File: config.mk
export PLATFORM = sky130hd
export DESIGN_NAME = multicycle_control
export DESIGN_NICKNAME = d
export VERILOG_FILES = /design/src/rtl/multicycle_control.sv
export SDC_FILE = /design/constraint.sdc
export NUM_CORES = 1
export LEC_CHECK = 0
export ABC_AREA = 1
export CAP_MARGIN = 20
export CORE_ASPECT_RATIO = 1.25
export CORE_UTILIZATION = 30
export DETAILED_ROUTE_END_ITERATION = 6
export PLACE_DENSITY = 0.67
export SLEW_MARGIN = 20
export SYNTH_ARGS = -nofsm -noshare
export SYNTH_HDL_FRONTEND = slang
export SYNTH_SLANG_ARGS = --single-unit
export TNS_END_PERCENT = 100
File: constraint.sdc
create_clock -name Clk -period 2.35 [get_ports Clk]
set_clock_uncertainty 0.2 [all_clocks]
set_input_delay 0.47 -clock Clk [delete_from_list [all_inputs] [get_ports Clk]]
set_output_delay 0.47 -clock Clk [all_outputs]
set_load 0.02 [all_outputs]
File: src/rtl/multicycle_control.sv
// Main control FSM for the multicycle MIPS core: fetch, decode, execute, memory, writeback.
// Optional macro MC_BNE_EN adds branch-not-equal support through a latched BranchNe flag.
module multicycle_control (
    input  logic       Clk,
    input  logic       Reset,
    input  logic [5:0] Opcode,
    input  logic       Zero,
    input  logic       MemReady,
    output logic       PCWrite,
    output logic       PCWriteCond,
    output logic       PCEn,
    output logic       IorD,
    output logic       MemRead,
    output logic       MemWrite,
    output logic       IRWrite,
    output logic       MemtoReg,
    output logic       RegDst,
    output logic       RegWrite,
    output logic       ALUSrcA,
    output logic [1:0] ALUSrcB,
    output logic [1:0] ALUOp,
    output logic [1:0] PCSource,
    output logic       InstrDone,
    output logic       IllegalOp,
    output logic [3:0] State
);

    localparam logic [5:0] OP_RTYPE = 6'b000000;
    localparam logic [5:0] OP_LW    = 6'b100011;
    localparam logic [5:0] OP_SW    = 6'b101011;
    localparam logic [5:0] OP_BEQ   = 6'b000100;
    localparam logic [5:0] OP_J     = 6'b000010;
    localparam logic [5:0] OP_ADDI  = 6'b001000;
`ifdef MC_BNE_EN
    localparam logic [5:0] OP_BNE   = 6'b000101;
`endif

    typedef enum logic [3:0] {
        S_FETCH  = 4'd0,
        S_DECODE = 4'd1,
        S_MEMADR = 4'd2,
        S_MEMRD  = 4'd3,
        S_MEMWB  = 4'd4,
        S_MEMWR  = 4'd5,
        S_EXEC   = 4'd6,
        S_ALUWB  = 4'd7,
        S_BRANCH = 4'd8,
        S_JUMP   = 4'd9,
        S_ADDIEX = 4'd10,
        S_ADDIWB = 4'd11
    } state_t;

    state_t r_state;
    state_t w_next;
    logic   w_illegal;
    logic   w_taken;

    logic       w_pc_write;
    logic       w_pc_write_cond;
    logic       w_iord;
    logic       w_mem_read;
    logic       w_mem_write;
    logic       w_ir_write;
    logic       w_memto_reg;
    logic       w_reg_dst;
    logic       w_reg_write;
    logic       w_alu_src_a;
    logic [1:0] w_alu_src_b;
    logic [1:0] w_alu_op;
    logic [1:0] w_pc_source;
    logic       w_instr_done;

`ifdef MC_BNE_EN
    logic r_branch_ne;
`endif

    always_ff @(posedge Clk) begin
        if (Reset) begin
            r_state <= S_FETCH;
`ifdef MC_BNE_EN
            r_branch_ne <= 1'b0;
`endif
        end else begin
            r_state <= w_next;
`ifdef MC_BNE_EN
            if (r_state == S_DECODE) begin
                r_branch_ne <= (Opcode == OP_BNE);
            end
`endif
        end
    end

    // Next state; IllegalOp is a Mealy-style pulse in the cycle that abandons the instruction.
    always_comb begin
        w_next    = S_FETCH;
        w_illegal = 1'b0;
        case (r_state)
            S_FETCH:  w_next = MemReady ? S_DECODE : S_FETCH;
            S_DECODE: begin
                case (Opcode)
                    OP_LW, OP_SW: w_next = S_MEMADR;
                    OP_RTYPE:     w_next = S_EXEC;
                    OP_BEQ:       w_next = S_BRANCH;
`ifdef MC_BNE_EN
                    OP_BNE:       w_next = S_BRANCH;
`endif
                    OP_J:         w_next = S_JUMP;
                    OP_ADDI:      w_next = S_ADDIEX;
                    default: begin
                        w_next    = S_FETCH;
                        w_illegal = 1'b1;
                    end
                endcase
            end
            S_MEMADR: begin
                if (Opcode == OP_LW) begin
                    w_next = S_MEMRD;
                end else if (Opcode == OP_SW) begin
                    w_next = S_MEMWR;
                end else begin
                    w_next    = S_FETCH;
                    w_illegal = 1'b1;
                end
            end
            S_MEMRD:  w_next = MemReady ? S_MEMWB : S_MEMRD;
            S_MEMWB:  w_next = S_FETCH;
            S_MEMWR:  w_next = MemReady ? S_FETCH : S_MEMWR;
            S_EXEC:   w_next = S_ALUWB;
            S_ALUWB:  w_next = S_FETCH;
            S_BRANCH: w_next = S_FETCH;
            S_JUMP:   w_next = S_FETCH;
            S_ADDIEX: w_next = S_ADDIWB;
            S_ADDIWB: w_next = S_FETCH;
            default: begin
                w_next    = S_FETCH;
                w_illegal = 1'b1;
            end
        endcase
    end

    always_comb begin
        w_pc_write      = 1'b0;
        w_pc_write_cond = 1'b0;
        w_iord          = 1'b0;
        w_mem_read      = 1'b0;
        w_mem_write     = 1'b0;
        w_ir_write      = 1'b0;
        w_memto_reg     = 1'b0;
        w_reg_dst       = 1'b0;
        w_reg_write     = 1'b0;
        w_alu_src_a     = 1'b0;
        w_alu_src_b     = 2'b00;
        w_alu_op        = 2'b00;
        w_pc_source     = 2'b00;
        w_instr_done    = 1'b0;
        case (r_state)
            S_FETCH: begin
                w_mem_read  = 1'b1;
                w_alu_src_b = 2'b01;
                w_ir_write  = MemReady;
                w_pc_write  = MemReady;
            end
            S_DECODE: w_alu_src_b = 2'b11;
            S_MEMADR: begin
                w_alu_src_a = 1'b1;
                w_alu_src_b = 2'b10;
            end
            S_MEMRD: begin
                w_mem_read = 1'b1;
                w_iord     = 1'b1;
            end
            S_MEMWB: begin
                w_memto_reg  = 1'b1;
                w_reg_write  = 1'b1;
                w_instr_done = 1'b1;
            end
            S_MEMWR: begin
                w_mem_write  = 1'b1;
                w_iord       = 1'b1;
                w_instr_done = MemReady;
            end
            S_EXEC: begin
                w_alu_src_a = 1'b1;
                w_alu_op    = 2'b10;
            end
            S_ALUWB: begin
                w_reg_dst    = 1'b1;
                w_reg_write  = 1'b1;
                w_instr_done = 1'b1;
            end
            S_BRANCH: begin
                w_alu_src_a     = 1'b1;
                w_alu_op        = 2'b01;
                w_pc_source     = 2'b01;
                w_pc_write_cond = 1'b1;
                w_instr_done    = 1'b1;
            end
            S_JUMP: begin
                w_pc_source  = 2'b10;
                w_pc_write   = 1'b1;
                w_instr_done = 1'b1;
            end
            S_ADDIEX: begin
                w_alu_src_a = 1'b1;
                w_alu_src_b = 2'b10;
            end
            S_ADDIWB: begin
                w_reg_write  = 1'b1;
                w_instr_done = 1'b1;
            end
            default: begin
                w_pc_write = 1'b0;
            end
        endcase
    end

`ifdef MC_BNE_EN
    assign w_taken = Zero ^ r_branch_ne;
`else
    assign w_taken = Zero;
`endif

    // State-changing strobes are gated by Reset so a reset mid-instruction corrupts nothing.
    assign PCWrite     = w_pc_write & ~Reset;
    assign PCEn        = (w_pc_write | (w_pc_write_cond & w_taken)) & ~Reset;
    assign IRWrite     = w_ir_write & ~Reset;
    assign MemWrite    = w_mem_write & ~Reset;
    assign RegWrite    = w_reg_write & ~Reset;
    assign PCWriteCond = w_pc_write_cond;
    assign IorD        = w_iord;
    assign MemRead     = w_mem_read;
    assign MemtoReg    = w_memto_reg;
    assign RegDst      = w_reg_dst;
    assign ALUSrcA     = w_alu_src_a;
    assign ALUSrcB     = w_alu_src_b;
    assign ALUOp       = w_alu_op;
    assign PCSource    = w_pc_source;
    assign InstrDone   = w_instr_done;
    assign IllegalOp   = w_illegal;
    assign State       = r_state;

endmodule

==> flow_metrics.tcl, run 1 <==
set metrics [dict create \
    status "completed" \
    cp-start-kind "input port" \
    root_buffer "clkbuf_4" \
    post-route-drc-count 0 \
    area_delta_synth_final_pct 85.6 \
    numClockSinks 4 \
    fmax_mhz 437 \
    wl_met1_um 719 \
    cpPeakStageDelay_ns 0.48 \
    drive_gt1_share_pct 29.6 \
    core_sq_mm 0.00179 \
    hold_ws_ns 0.427 \
    wl_met3_um 66 \
    syn-cell-area_sq_um 581 \
    p_leak_uw 0.000661 \
    critPathTopFamily "buffers and inverters" \
    drv_cap 0 \
    setup_tns_ns 0 \
    cts_tree "yes" \
    instances_no_fill 188 \
    met2_wirelength_mm 1.09 \
    top_layer "met3" \
    wl_mm 1.88 \
    dp.cells 185 \
    synth.net_count 129 \
    path_clk_slew_ns 0.04 \
    drt_iter0_drc 21 \
    hpwl_mm 1.61 \
    rows 17 \
    antenna_found_initial 0 \
    cp-end-kind "output pin" \
    grt_setup_unrepaired "no" \
    ir_worst_vdd_mv 0.280 \
    r2r_setup_slack_ns 0.91 \
    grt-ovfl-total 0 \
    grt_max_degree 7 \
    worstHoldPathType "flip-flop to flip-flop" \
    pin_count 33 \
    setup_viol 0 \
    layout_common_cells "31 x nand2_1, 21 x nor2_1, 19 x buf_4" \
    finalCritPeriodShare_pct 97.4 \
    layout_commonest_cell "nand2_1" \
    critPathRequiredTime_ns 1.68 \
    grt_usage_pct 20.3 \
    relSlewSlack_pct 82.3 \
    cts_buffers 3 \
    report.final.slew_viol_count 0 \
    r2r-start "State[0]$_SDFF_PP0_" \
    gp_congestion 0.810 \
    endpoint "IRWrite" \
    crit_slowest_cell "clkdlybuf4s50_1" \
    worst-endpoint-arrival_ns 1.62 \
    hold_violations 0 \
    cp_max_fo 2 \
    cp.buffers_inverters 4 \
    synth_seq_area_share_pct 13.8 \
    die-area_sq_mm 0.00212 \
    post_synth.cell_area_avg_sq_um 4.88 \
    diodes 0 \
    firstDrtPassIters 4 \
    largest_reg_flops 4 \
    r2r_end "State[0]$_SDFF_PP0_" \
    path_class "input port to output pin" \
    crit_chain "clkdlybuf4s50_1 > inv_1 > nor2_2 > inv_1 > nor2_1 > clkdlybuf4s15_1" \
    critPathLaunch "MemReady" \
    die_h_um 51.2 \
    cpMostUsedCell "inv_1" \
    yosysWarnings 0 \
    ys_seq_elements 4 \
    grt_first_pass_wirelength_mm 3.06 \
    min_period_ns 2.29 \
    design_area_sq_mm 0.00108 \
    synthCells 119 \
    place_area_sq_mm 0.00104 \
    tightest_slew_ns 0.265 \
    synth_cell_type_count 19 \
    initial_core_util_pct 32.5 \
    worstSkewPairLatency_ns 0.23 \
    cts_buffer_depth 2 \
    fillers 184 \
    drtAntennaViolNets 0 \
    vias 867 \
    die_w_um 41.3 \
    cts_setup_buffers 0 \
    crit_cells 6 \
    ctsHtreeMaxLevel 1 \
    viasPerCell 4.61 \
    fin_nets 181 \
    wl_per_cell_um 9.98 \
    place_ws_ns -0.441 \
    grt_pass1_vias 803 \
    worst_slack_ns 0.0616 \
    port_buffers 32 \
    rr_worst_depth 9 \
    power_density_mw_per_mm2 228 \
]
[power breakdown]
part | switching, uW | internal (uW)
combinational | 52.4 | 42.6
clock | 23.0 | 56.7
sequential | 1.27 | 69.7
[worst reg2reg max path, cell delays in order (launching register included)]
cell and delay (ns):
dfxtp_1 0.32, buf_4 0.16, nand2_1 0.12, clkinv_1 0.09, nand3_1 0.07, nand2_1 0.07
nor2_1 0.09, nand3_1 0.11, nand2_1 0.07, inv_1 0.03
[how the worst min path moves through the flow]
| stage | start | to | slack (ns) | depth (start not counted) |
|---|---|---|---|---|
| 6_report | State[0]$_SDFF_PP0_ | State[3]$_SDFF_PP0_ | 0.43 | 4 |
| 5_1_grt | State[0]$_SDFF_PP0_ | State[3]$_SDFF_PP0_ | 0.48 | 4 |
| 4_1_cts | State[0]$_SDFF_PP0_ | State[3]$_SDFF_PP0_ | 0.43 | 4 |
| 3_5_place_dp | State[0]$_SDFF_PP0_ | State[1]$_SDFF_PP0_ | 0.43 | 4 |
| 3_3_place_gp | State[0]$_SDFF_PP0_ | State[1]$_SDFF_PP0_ | 0.42 | 4 |
| 2_1_floorplan | MemReady | State[2]$_SDFF_PP0_ | 0.49 | 4 |
[synthesized netlist by cell type]
master | instances | area, sq um
nand2_1 | 32 | 120
nor2_1 | 28 | 105
inv_1 | 15 | 56.3
nand3_1 | 15 | 75.1
inv_2 | 7 | 26.3
dfxtp_1 | 4 | 80.1
nor2_2 | 3 | 18.8
a21oi_1 | 2 | 10.0
nor2_4 | 2 | 22.5
o21ai_1 | 2 | 10.0
a21oi_2 | 1 | 8.76
a31oi_1 | 1 | 6.26
buf_1 | 1 | 3.75
buf_4 | 1 | 7.51
clkinv_1 | 1 | 3.75
nand2_2 | 1 | 6.26
nand3b_1 | 1 | 7.51
o211ai_1 | 1 | 7.51
o21ai_0 | 1 | 5.00
[cell families (layout without fill, tap and decap cells)]
family / Yosys count / in the layout / share of synthesized area, %
buffers and inverters: 25 / 75 / 16.8
and+or+nand+nor: 82 / 82 / 61.2
AOI/OAI and AO/OA: 8 / 8 / 8.19
DFF: 4 / 4 / 13.8
[timing repair]
| item | CTS | global route |
|---|---|---|
| gates resized for setup | 37 | 12 |
| setup endpoints to repair | 15 | 6 |
| pin swaps | 2 | 0 |
| hold buffers | 0 | 0 |
[area by class of cell]
| type | instances | area, sq um | share of cell area (%) |
|---|---|---|---|
| multi-input cells | 90 | 438 | 40.7 |
| well taps | 19 | 23.8 | 2.21 |
| flip-flops and latches | 4 | 80.1 | 7.43 |
| inverters | 23 | 86.3 | 8.01 |
| clock buffers | 3 | 22.5 | 2.09 |
| repair buffers | 49 | 427 | 39.6 |
[per-layer routing]
metal	up-vias	global-route usage [%]
met5	-	0
met4	0	3.23
met3	0	3.91
met2	21	39.8
met1	383	20.5
li1	463	-
[per-stage QoR]
stage | total power (uW) | util [%]
after floorplan | 116 | -
after global placement | 167 | 58.3
after detailed placement | 168 | 58.3
after CTS | 247 | 59.2
after global routing | 265 | 60.3
final | 246 | 60.3
Power figures use the tool's default switching activity.
==> run 2: changes to the inputs <==
--- a/config.mk
+++ b/config.mk
@@ -11,7 +11,6 @@
 export CORE_UTILIZATION = 30
 export DETAILED_ROUTE_END_ITERATION = 6
 export PLACE_DENSITY = 0.67
-export SLEW_MARGIN = 20
 export SYNTH_ARGS = -nofsm -noshare
 export SYNTH_HDL_FRONTEND = slang
 export SYNTH_SLANG_ARGS = --single-unit
==> results of run 2 <==
Same layout as run 1: the final DEF is identical, and so are final timing and power.
==> run 3: changes to the inputs <==
--- a/config.mk
+++ b/config.mk
@@ -14,4 +14,4 @@
 export SYNTH_ARGS = -nofsm -noshare
 export SYNTH_HDL_FRONTEND = slang
 export SYNTH_SLANG_ARGS = --single-unit
-export TNS_END_PERCENT = 100
+export TNS_END_PERCENT = 10
==> run 3 against run 2 <==
Final cell count is 0.53% higher. Clock power hardly changed. Critical path depth is 3 higher. First-iteration DRC count stayed put. Critical path type unchanged. Largest cell class is now buffers. Largest power group unchanged.
==> flow_metrics.tcl, run 3 (same netlist as run 1, synthesis figures left out) <==
set metrics [dict create \
    ir_worst_vdd_mv 0.281 \
    core_sq_mm 0.00179 \
    dp.cells 185 \
    gp_congestion 0.810 \
    rows 17 \
    die_h_um 51.2 \
    grt-ovfl-total 0 \
    ctsHtreeMaxLevel 1 \
    cts_tree "yes" \
    place_ws_ns -0.441 \
    path_clk_slew_ns 0.04 \
    grt_max_degree 7 \
    pin_count 33 \
    grt_pass1_vias 784 \
    drt_iter0_drc 21 \
    finalCritPeriodShare_pct 97.9 \
    cts_buffer_depth 2 \
    initial_core_util_pct 32.5 \
    path_class "input port to output pin" \
    vias 879 \
    instances_no_fill 189 \
    report.final.slew_viol_count 0 \
    cp-end-kind "output pin" \
    antenna_found_initial 0 \
    hold_ws_ns 0.428 \
    hp-start "State[0]$_SDFF_PP0_" \
    worstSkewPairLatency_ns 0.23 \
    numClockSinks 4 \
    root_buffer "clkbuf_4" \
    tightest_slew_ns 0.265 \
    fin_nets 182 \
    fmax_mhz 435 \
    hpwl_mm 1.61 \
    cp-start-kind "input port" \
    grt_usage_pct 19.9 \
    min_period_ns 2.30 \
    worst-endpoint-arrival_ns 1.63 \
    cts_buffers 3 \
    critPathLaunch "Opcode[1]" \
    area_delta_synth_final_pct 88.8 \
    drive_gt1_share_pct 29.4 \
    layout_commonest_cell "nand2_1" \
    die_w_um 41.3 \
    diodes 0 \
    port_buffers 32 \
    wl_per_cell_um 10.0 \
    setup_viol 0 \
    r2r-start "State[0]$_SDFF_PP0_" \
    die-area_sq_mm 0.00212 \
    post-route-drc-count 0 \
    cp_max_fo 3 \
    design_area_sq_mm 0.00110 \
    hold_violations 0 \
    largest_reg_flops 4 \
    power_density_mw_per_mm2 226 \
    status "completed" \
    relSlewSlack_pct 82.3 \
    cts_hold_buf 0 \
    wl_mm 1.89 \
    layout_common_cells "31 x nand2_1, 21 x nor2_1, 20 x buf_4" \
    worst_slack_ns 0.0498 \
    place_area_sq_mm 0.00104 \
    drtAntennaViolNets 0 \
    firstDrtPassIters 4 \
    critPathRequiredTime_ns 1.68 \
    grt_first_pass_wirelength_mm 2.97 \
    worstHoldPathType "flip-flop to flip-flop" \
    fin_util_pct 61.3 \
    viasPerCell 4.65 \
    drv_cap 0 \
    p_leak_uw 0.000692 \
    r2r_setup_slack_ns 0.90 \
]
run 3: cell count changes in the layout (fill, tap and decap cells not counted), sizes merged:
cell / change
dlygate4sd2: -3
dlymetal6s2s: +3
buf: +1
run 3: critical path, cell delays in order:
cell             delay, ns
clkdlybuf4s50_1       0.49
nand2_1               0.06
inv_1                 0.10
nand3_2               0.10
nand2_2               0.10
o21ai_1               0.06
inv_1                 0.06
nand2_1               0.04
buf_4                 0.15
run 3: routing by layer:
metal	up-vias	global-route usage (%)	wire length, um
met1	389	19.4	699
met2	25	39.3	1120
met4	0	3.23	0
met5	-	0	0
met3	0	3.91	71
li1	465	-	-
run 3: final timing paths:
kind / endpoint / cells after the start
worst max register to register: State[0]$_SDFF_PP0_ / 9
worst min register to register: State[3]$_SDFF_PP0_ / 4
worst min-delay path: State[3]$_SDFF_PP0_ / 4
worst max-delay path: IllegalOp / 9
run 3: layout make-up:
type,count,area (sq um)
timing repair buffer,50,445
clock buffer,3,22.5
multi-input combinational,90,438
fill,186,691
sequential,4,80.1
inverter,23,86.3
tap,19,23.8
run 3: power breakdown:
group          switching (uW)  leakage (uW)  internal [uW]
registers                1.27     0.0000325           69.7
clock network            23.0     0.0000138           56.7
logic                    52.5      0.000646           44.0
total                    76.8      0.000692            170
run 3: timing repair:
item,in CTS,in global routing
resized for setup,28,20
buffers inserted,0,1
endpoints found under the setup margin,15,6
pin swaps,0,2
run 3: per-stage QoR:
stage | power [uW] | TNS, ns
5_1_grt | 266 | -0.00173
3_3_place_gp | 167 | -1.91
2_1_floorplan | 116 | 0
6_report | 247 | 0
3_5_place_dp | 168 | -2.00
4_1_cts | 248 | -0.114
